## config.mk

```make
export PLATFORM = sky130hd
export DESIGN_NAME = uart_reg_responder
export DESIGN_NICKNAME = d
export VERILOG_FILES = /design/src/rtl/uart_resp_pkg.sv /design/src/rtl/uart_byte_timeout.sv /design/src/rtl/uart_reg_responder.sv
export SDC_FILE = /design/constraint.sdc
export NUM_CORES = 1
export LEC_CHECK = 0
export CAP_MARGIN = 10
export CORE_UTILIZATION = 49
export DETAILED_ROUTE_END_ITERATION = 6
export PLACE_DENSITY_LB_ADDON = 0.08
export SYNTH_ARGS = -nofsm -noshare
export SYNTH_HDL_FRONTEND = slang
export SYNTH_SLANG_ARGS = --single-unit
export TNS_END_PERCENT = 50
```

## constraint.sdc

```tcl
create_clock -name clk -period 1.9 [get_ports clk]
set_clock_uncertainty 0.05 [all_clocks]
set_input_delay 0.38 -clock clk [delete_from_list [all_inputs] [get_ports clk]]
set_output_delay 0.38 -clock clk [all_outputs]
set_load 0.02 [all_outputs]
```

## src/rtl/uart_resp_pkg.sv

```systemverilog
// Shared constants and FSM state encoding for the UART register-access responder.
package uart_resp_pkg;

  localparam int unsigned BYTE_W  = 8;
  localparam int unsigned STATE_W = 4;

  localparam logic [BYTE_W-1:0] OP_WRITE = 8'h57;
  localparam logic [BYTE_W-1:0] OP_READ  = 8'h52;
  localparam logic [BYTE_W-1:0] RSP_ACK  = 8'h4B;
  localparam logic [BYTE_W-1:0] RSP_ERR  = 8'h3F;

  typedef enum logic [STATE_W-1:0] {
    S_IDLE,
    S_GET_ADDR,
    S_GET_DATA,
    S_BUS_WR,
    S_BUS_RD,
    S_RD_CAP,
    S_SEND,
    S_TX_HOLD,
    S_TX_WAIT
  } state_t;

endpackage

```

## src/rtl/uart_byte_timeout.sv

```systemverilog
// Saturating inter-byte idle counter; expired once TIMEOUT_CYCLES enabled cycles pass without a clear.
module uart_byte_timeout #(
  parameter int unsigned TIMEOUT_CYCLES = 50000000
) (
  input  logic clk,
  input  logic reset,
  input  logic clear,
  input  logic enable,
  output logic expired
);

  localparam int unsigned CNT_W = $clog2(TIMEOUT_CYCLES + 1);

  logic [CNT_W-1:0] count;

  assign expired = (count == CNT_W'(TIMEOUT_CYCLES));

  always_ff @(posedge clk or negedge reset) begin
    if (!reset) begin
      count <= '0;
    end else if (clear) begin
      count <= '0;
    end else if (enable && !expired) begin
      count <= count + CNT_W'(1);
    end
  end

endmodule

```

## src/rtl/uart_reg_responder.sv

```systemverilog
// Decodes 'W'/'R' register commands from received bytes, drives the register bus
// and returns one reply byte per command through the transmitter handshake.
module uart_reg_responder
  import uart_resp_pkg::*;
#(
  parameter int unsigned ADDR_W         = 4,
  parameter int unsigned TIMEOUT_CYCLES = 50000000
) (
  input  logic              clk,
  input  logic              reset,
  input  logic [BYTE_W-1:0] rx_data,
  input  logic              rx_ready,
  input  logic              tx_busy,
  output logic              tx_start,
  output logic [BYTE_W-1:0] tx_data,
  output logic              bus_we,
  output logic              bus_re,
  output logic [ADDR_W-1:0] bus_addr,
  output logic [BYTE_W-1:0] bus_wdata,
  input  logic [BYTE_W-1:0] bus_rdata,
  output logic              overrun,
  output logic              busy
);

  state_t              state, next_state;
  logic [BYTE_W-1:0]   opcode, opcode_next;
  logic [BYTE_W-1:0]   tx_data_next, bus_wdata_next;
  logic [ADDR_W-1:0]   bus_addr_next;
  logic                tx_start_next, overrun_next;
  logic                addr_ok, accepting, collecting, expired;

  assign addr_ok    = ((rx_data >> ADDR_W) == 8'd0);
  assign collecting = (state == S_GET_ADDR) || (state == S_GET_DATA);
  assign accepting  = (state == S_IDLE) || collecting;

  uart_byte_timeout #(
    .TIMEOUT_CYCLES(TIMEOUT_CYCLES)
  ) u_timeout (
    .clk    (clk),
    .reset  (reset),
    .clear  (rx_ready && accepting),
    .enable (collecting),
    .expired(expired)
  );

  // tx_start is a flop, so tx_busy is sampled the cycle before the start is presented.
  always_comb begin
    next_state     = state;
    opcode_next    = opcode;
    tx_data_next   = tx_data;
    bus_addr_next  = bus_addr;
    bus_wdata_next = bus_wdata;
    tx_start_next  = 1'b0;
    overrun_next   = rx_ready && !accepting;
    unique case (state)
      S_IDLE: begin
        if (rx_ready) begin
          opcode_next = rx_data;
          if (rx_data == OP_WRITE || rx_data == OP_READ) begin
            next_state = S_GET_ADDR;
          end else begin
            tx_data_next  = RSP_ERR;
            tx_start_next = !tx_busy;
            next_state    = S_SEND;
          end
        end
      end
      S_GET_ADDR: begin
        if (rx_ready) begin
          if (!addr_ok) begin
            tx_data_next  = RSP_ERR;
            tx_start_next = !tx_busy;
            next_state    = S_SEND;
          end else begin
            bus_addr_next = rx_data[ADDR_W-1:0];
            next_state    = (opcode == OP_READ) ? S_BUS_RD : S_GET_DATA;
          end
        end else if (expired) begin
          next_state = S_IDLE;
        end
      end
      S_GET_DATA: begin
        if (rx_ready) begin
          bus_wdata_next = rx_data;
          next_state     = S_BUS_WR;
        end else if (expired) begin
          next_state = S_IDLE;
        end
      end
      S_BUS_WR: begin
        tx_data_next  = RSP_ACK;
        tx_start_next = !tx_busy;
        next_state    = S_SEND;
      end
      S_BUS_RD: next_state = S_RD_CAP;
      S_RD_CAP: begin
        tx_data_next  = bus_rdata;
        tx_start_next = !tx_busy;
        next_state    = S_SEND;
      end
      S_SEND: begin
        if (tx_start) next_state = S_TX_HOLD;
        else          tx_start_next = !tx_busy;
      end
      S_TX_HOLD: next_state = S_TX_WAIT;
      S_TX_WAIT: if (!tx_busy) next_state = S_IDLE;
      default:   next_state = S_IDLE;
    endcase
  end

  always_ff @(posedge clk or negedge reset) begin
    if (!reset) begin
      state     <= S_IDLE;
      opcode    <= '0;
      tx_start  <= 1'b0;
      tx_data   <= '0;
      bus_we    <= 1'b0;
      bus_re    <= 1'b0;
      bus_addr  <= '0;
      bus_wdata <= '0;
      overrun   <= 1'b0;
      busy      <= 1'b0;
    end else begin
      state     <= next_state;
      opcode    <= opcode_next;
      tx_start  <= tx_start_next;
      tx_data   <= tx_data_next;
      bus_we    <= (next_state == S_BUS_WR);
      bus_re    <= (next_state == S_BUS_RD);
      bus_addr  <= bus_addr_next;
      bus_wdata <= bus_wdata_next;
      overrun   <= overrun_next;
      busy      <= (next_state != S_IDLE);
    end
  end

endmodule

```

* Word level (Yosys, flattened, before mapping)
Cells that the tools add are included.
** Word-level totals
- Register bits after elaboration :: 63
- Input bits :: 20
- Output and inout port bits :: 25
- Word-level logic and storage cells :: 72
** Operators by class
- Reductions and logical operators :: 19
- Add/sub/neg operators :: 1
- Eq/ne operators :: 18
- Muxes and demuxes :: 23
** Operators with widths (count)
- 26-bit two-way mux :: 2
- 8-bit two-way mux :: 4
- 4-bit case mux with 8 select lines :: 1
- 8-bit case mux with 4 select lines :: 1
- 26-bit by 1-bit adder with 26-bit output (second input constant) :: 1
- 26-bit equality test (second input constant) :: 1
- 8-bit by 7-bit equality test with 1-bit output (second input constant) :: 3
- 4-bit two-way mux :: 6
- 4-bit by 3-bit equality test with 1-bit output (second input constant) :: 5
- 4-bit by 2-bit equality test with 1-bit output (second input constant) :: 3
- 3-bit two-way mux :: 3
- 8-bit logical NOT :: 1
- 2-bit inequality test (second input constant) :: 4
- 4-bit nonzero test :: 2
- 1-bit two-way mux :: 5
- 5-bit AND reduction :: 1
- 4-bit by 1-bit equality test with 1-bit output (second input constant) :: 1
- 4-bit equality test (second input constant) :: 1
- 4-bit logical NOT :: 1
- 1-bit case mux with 4 select lines :: 1
- 2-bit AND reduction :: 2
- 1-bit logical AND :: 3
- 1-bit logical NOT :: 3
- 1-bit logical OR :: 3
- other kinds (3) :: 3

* Logic depth before layout (Yosys ltp)
- Word-level depth :: 6
- Mapped depth :: 7
- Depth with buffers taken out :: 7

* By module
From an unflattened synthesis, not the netlist that was laid out.
** Second synthesis, totals
- Cells, all modules :: 310
- Area, all modules :: 3283.1 um2
** By module, submodules not included
- uart_reg_responder :: instances 1, cells each 151, area an instance 1742.9 um2, seq. area each 925.9 um2
- uart_byte_timeout :: instances 1, cells each 159, area an instance 1540.2 um2, seq. area each 650.6 um2

* Worst setup path before layout
No wires, ideal clock.
- Path kind :: reg-to-reg
- From :: register u_timeout.count[18]
- To :: register busy
- Buffers on the path :: 0
- Required time :: 1.711 ns
- Cell stages (with the launch flop) :: 6
- Period minus slack after synthesis :: 1.955 ns
- Setup time :: 0.139 ns
- Path slack :: -0.055 ns
- Arrival :: 1.766 ns
- Path through :: dfrtp_1 or3b_1 or4_1 o221ai_1 o21ai_0 or4_1
** Between the ends
- Longest elaborated chain between the ends :: 5
- Elaborated cells on any way between the ends :: 6
- Those cells by class :: eq/ne: 1; mux: 4; reduce/logical: 1
** RTL lines
- start: declaration :: line uart_byte_timeout.sv:14 : logic [CNT_W-1:0] count;
- start signal: assignment :: line uart_byte_timeout.sv:24 : count <= count + CNT_W'(1);
- 26-bit equality test * :: line uart_byte_timeout.sv:16 : assign expired = (count == CNT_W'(TIMEOUT_CYCLES));
- 4-bit two-way mux * :: line uart_reg_responder.sv:78, uart_reg_responder.sv:86
- 4-bit two-way mux, on equally long branches :: line uart_reg_responder.sv:83, uart_reg_responder.sv:69
- 4-bit case mux with 8 select lines * :: line uart_reg_responder.sv:55 : unique case (state)
- net next_state[1] :: line uart_reg_responder.sv:25 : state_t state, next_state;
- 4-bit nonzero test * :: line uart_reg_responder.sv:133 : busy <= (next_state != S_IDLE);
- end signal: assignment :: line uart_reg_responder.sv:133
- end: declaration :: line uart_reg_responder.sv:22 : output logic busy
The timed path passes the listed nets; every way through them passes the cells marked *.
A chain may end at the register's enable or synchronous reset.

* Final worst setup path
Same ends and word-level chain as after synthesis.

==> flow_summary.ini <==
[status]
status = finished with violations
violations = negative setup slack

[detailed_routing]
dr.first_iter.drc_count = 147
antenna_left = 0
post-route-drc-count = 0
vias = 2615
wire_per_inst_um = 15.47
routed_wl_mm = 7.427
drt-vias-per-instance = 5.448
dr.pass1.iters = 4

[power]
powerDensity_mw_per_mm2 = 1375
ir_drop_mv = 1.364
leakage_nw = 2.041
power_mw = 6.180

[run]
cap_violations = 0

[sta]
whs_ps = 326.8
hold_viol_final = 0
worst_pin_slew_ps = 533.5
min_period_over_period_pct = 106.5
setup_violations = 2
relSlewSlack_pct = 64.43
rsz0062_at_grt = true
timing.final.crit_period_ps = 2023
maxSlewViolCount = 0
setup_slack_ps = -123.0
tns_ps = -141.2
max_freq_ghz = 0.4943

[finish]
syn2layout_area_growth_pct = 45.98
design_area_sq_mm = 0.004493
final_nets = 422
final_cells = 480
drive_gt1_share_pct = 30.86
fin_util_pct = 75.00
diodes = 0

[placement]
place_congestion = 0.8920
dp_hpwl_mm = 5.074
place_ws_ps = -513.3
port_buffers = 44
dpl_cell_area_sq_mm = 0.004085
dpl.cell_count = 459

[critical_path]
worst-path-stages = 6
path_cells = buf_4 -> nand2b_1 -> or4_4 -> o21ai_2 -> nand3_2 -> or4_1
crit_path_start_kind = register
crit_arrival_ps = 2200
crit_slowest_cell = or4_1
crit_family = simple AND/OR/NAND/NOR gates
critPathKind = reg2reg
crit_buf_inv = 1
r2r_cells = 6
max_stage_delay_ps = 480
critical_path.max_fanout = 3
end_kind = register
critical_path_required_ps = 2080

[floorplanning]
rows = 28
die_area_sq_mm = 0.006602
ios = 45
die-width_um = 81.26
die-height_um = 81.26
coreArea_sq_mm = 0.005991
start_util_pct = 51.38

[yosys]
yosys_warnings = 0
postSynthCellCount = 288
postSynth.asyncResetShare_pct = 100.0
ys.flop_type = dfrtp_1
synth.area.top_cells = dfrtp_1 51%, mux2_2 7.7%, xor2_1 5.4%
netlist_area_sq_mm = 0.003078
synth_top_cell_area_share_pct = 51.22
ys_ff_latch = 63
syn-num-nets = 310
seq_area_frac_synth_pct = 51.22
synth_enable_flop_cells = 0
synth.avg_cell_area_sq_um = 10.69
yosysUniqueCellTypes = 46
synth_top_area_cell = dfrtp_1

[grt]
grt_pass1_wl_mm = 11.65
track_usage_pct = 23.80
grt_pass1_vias = 2547
grt-ovfl-total = 0
antenna_found_initial = 0
grt_max_degree = 27

[cts]
clkLatencyLatePin_ps = 350
cts_made_buffers = 9
clkSlewWorstSetupHoldPaths_ps = 80
clock-root-buffer = clkbuf_8
clock_sinks = 63
clk_path_buf_depth = 2
cts_tree = done
h-tree-depth = 3

[min_path]
hp-class = in2reg
hold_depth = 2
-- kinds of logic after synthesis --
| kind of cell | Yosys count | synth area share [%] |
|---|---|---|
| DFF | 63 | 51.22 |
| adders and majority gates | 2 | 0.8129 |
| buffers and inverters | 18 | 2.317 |
| xor gates and xnor gates | 27 | 7.683 |
| AOI/OAI and AO/OA | 33 | 7.764 |
| and+or+nand+nor | 123 | 22.20 |
| muxes | 22 | 8.008 |
-- registers in the layout, indices dropped and copies added (netlist names) --
| name | count |
|---|---|
| opcode | 8 |
| tx_data | 8 |
| bus_re | 1 |
| overrun | 1 |
| bus_we | 1 |
| tx_start | 1 |
| bus_addr | 4 |
| u_timeout.count | 26 |
| busy | 1 |
| state | 4 |
| bus_wdata | 8 |
-- path summary, 6_finish.rpt --
check | startpoint | to | slack [ps]
max | u_timeout.count[18] | busy | -120
max in group asynchronous | reset | u_timeout.count[19] | 770
min reg2reg | bus_addr[1] | bus_addr[1] | 460
min in group asynchronous | reset | u_timeout.count[10] | 500
max reg2reg | u_timeout.count[18] | busy | -120
min | rx_data[6] | bus_wdata[6] | 330
-- final cells by class --
cell class	instances	area, sq um
clock inverters	6	116.4
repair buffers	112	1011
flip-flops and latches	63	1577
well taps	75	93.84
fillers	419	1498
inverters	7	26.28
multi-input cells	207	1531
clock buffers	10	137.6
-- per-layer routing --
metal	vias up	share of wire [%]	track usage (%)
met5	-	0	0
met4	0	2.1	11.61
met3	16	4.2	4.719
met2	71	49	37.73
met1	1278	45	31.09
li1	1250	-	-
-- where the power goes --
| part | switching [mW] | internal (mW) |
|---|---|---|
| Combinational | 1.35 | 1.44 |
| Sequential | 0.197 | 1.72 |
| Clock | 0.565 | 0.916 |
| Total | 2.11 | 4.07 |
-- cell usage after synthesis, drive strengths merged, types with 2 or more instances --
cell type	n
dfrtp	63
nand2	17
or4	3
and3	6
ha	2
a21oi	4
xnor2	8
o221ai	2
nand4	13
nor4b	3
o22a	4
nor3	5
xor2	19
mux2	21
nor2b	6
a2bb2oi	5
nor2	32
nand3	16
nor4bb	3
or3	3
buf	3
inv	7
nand2b	6
o21ai	11
nor4	3
clkbuf	8
-- timing repair --
item                                   4_1_cts  5_1_grt
setup endpoints to repair                   12       15
buffers inserted                             1        6
endpoints found under the hold margin       19        0
pin swaps                                    2       12
resized for setup                            8       20
hold buffers                                 1        0
-- cell usage in the layout, fill, tap and decap left out, types with 3 or more instances in the layout --
master           synthesis  final
dfrtp_1                 63     63
buf_4                    0     60
clkdlybuf4s50_1          0     38
nor2_1                  32     32
mux2_2                  21     21
xor2_1                  19     18
nand2_1                 17     17
nand3_1                 14     14
nand4_1                 13     13
clkbuf_8                 0     10
xnor2_1                  8      8
o21ai_0                  9      7
inv_1                    7      6
nand2b_1                 6      6
and3_1                   6      6
nor3_1                   5      5
nor2b_1                  6      4
o22a_1                   4      4
a21oi_1                  4      4
buf_12                   0      4
a2bb2oi_1                5      3
or3_1                    3      3
bufinv_16                0      3
dlygate4sd2_1            0      3
buf_6                    0      3
No activity file was read; power rests on OpenSTA's default activity.
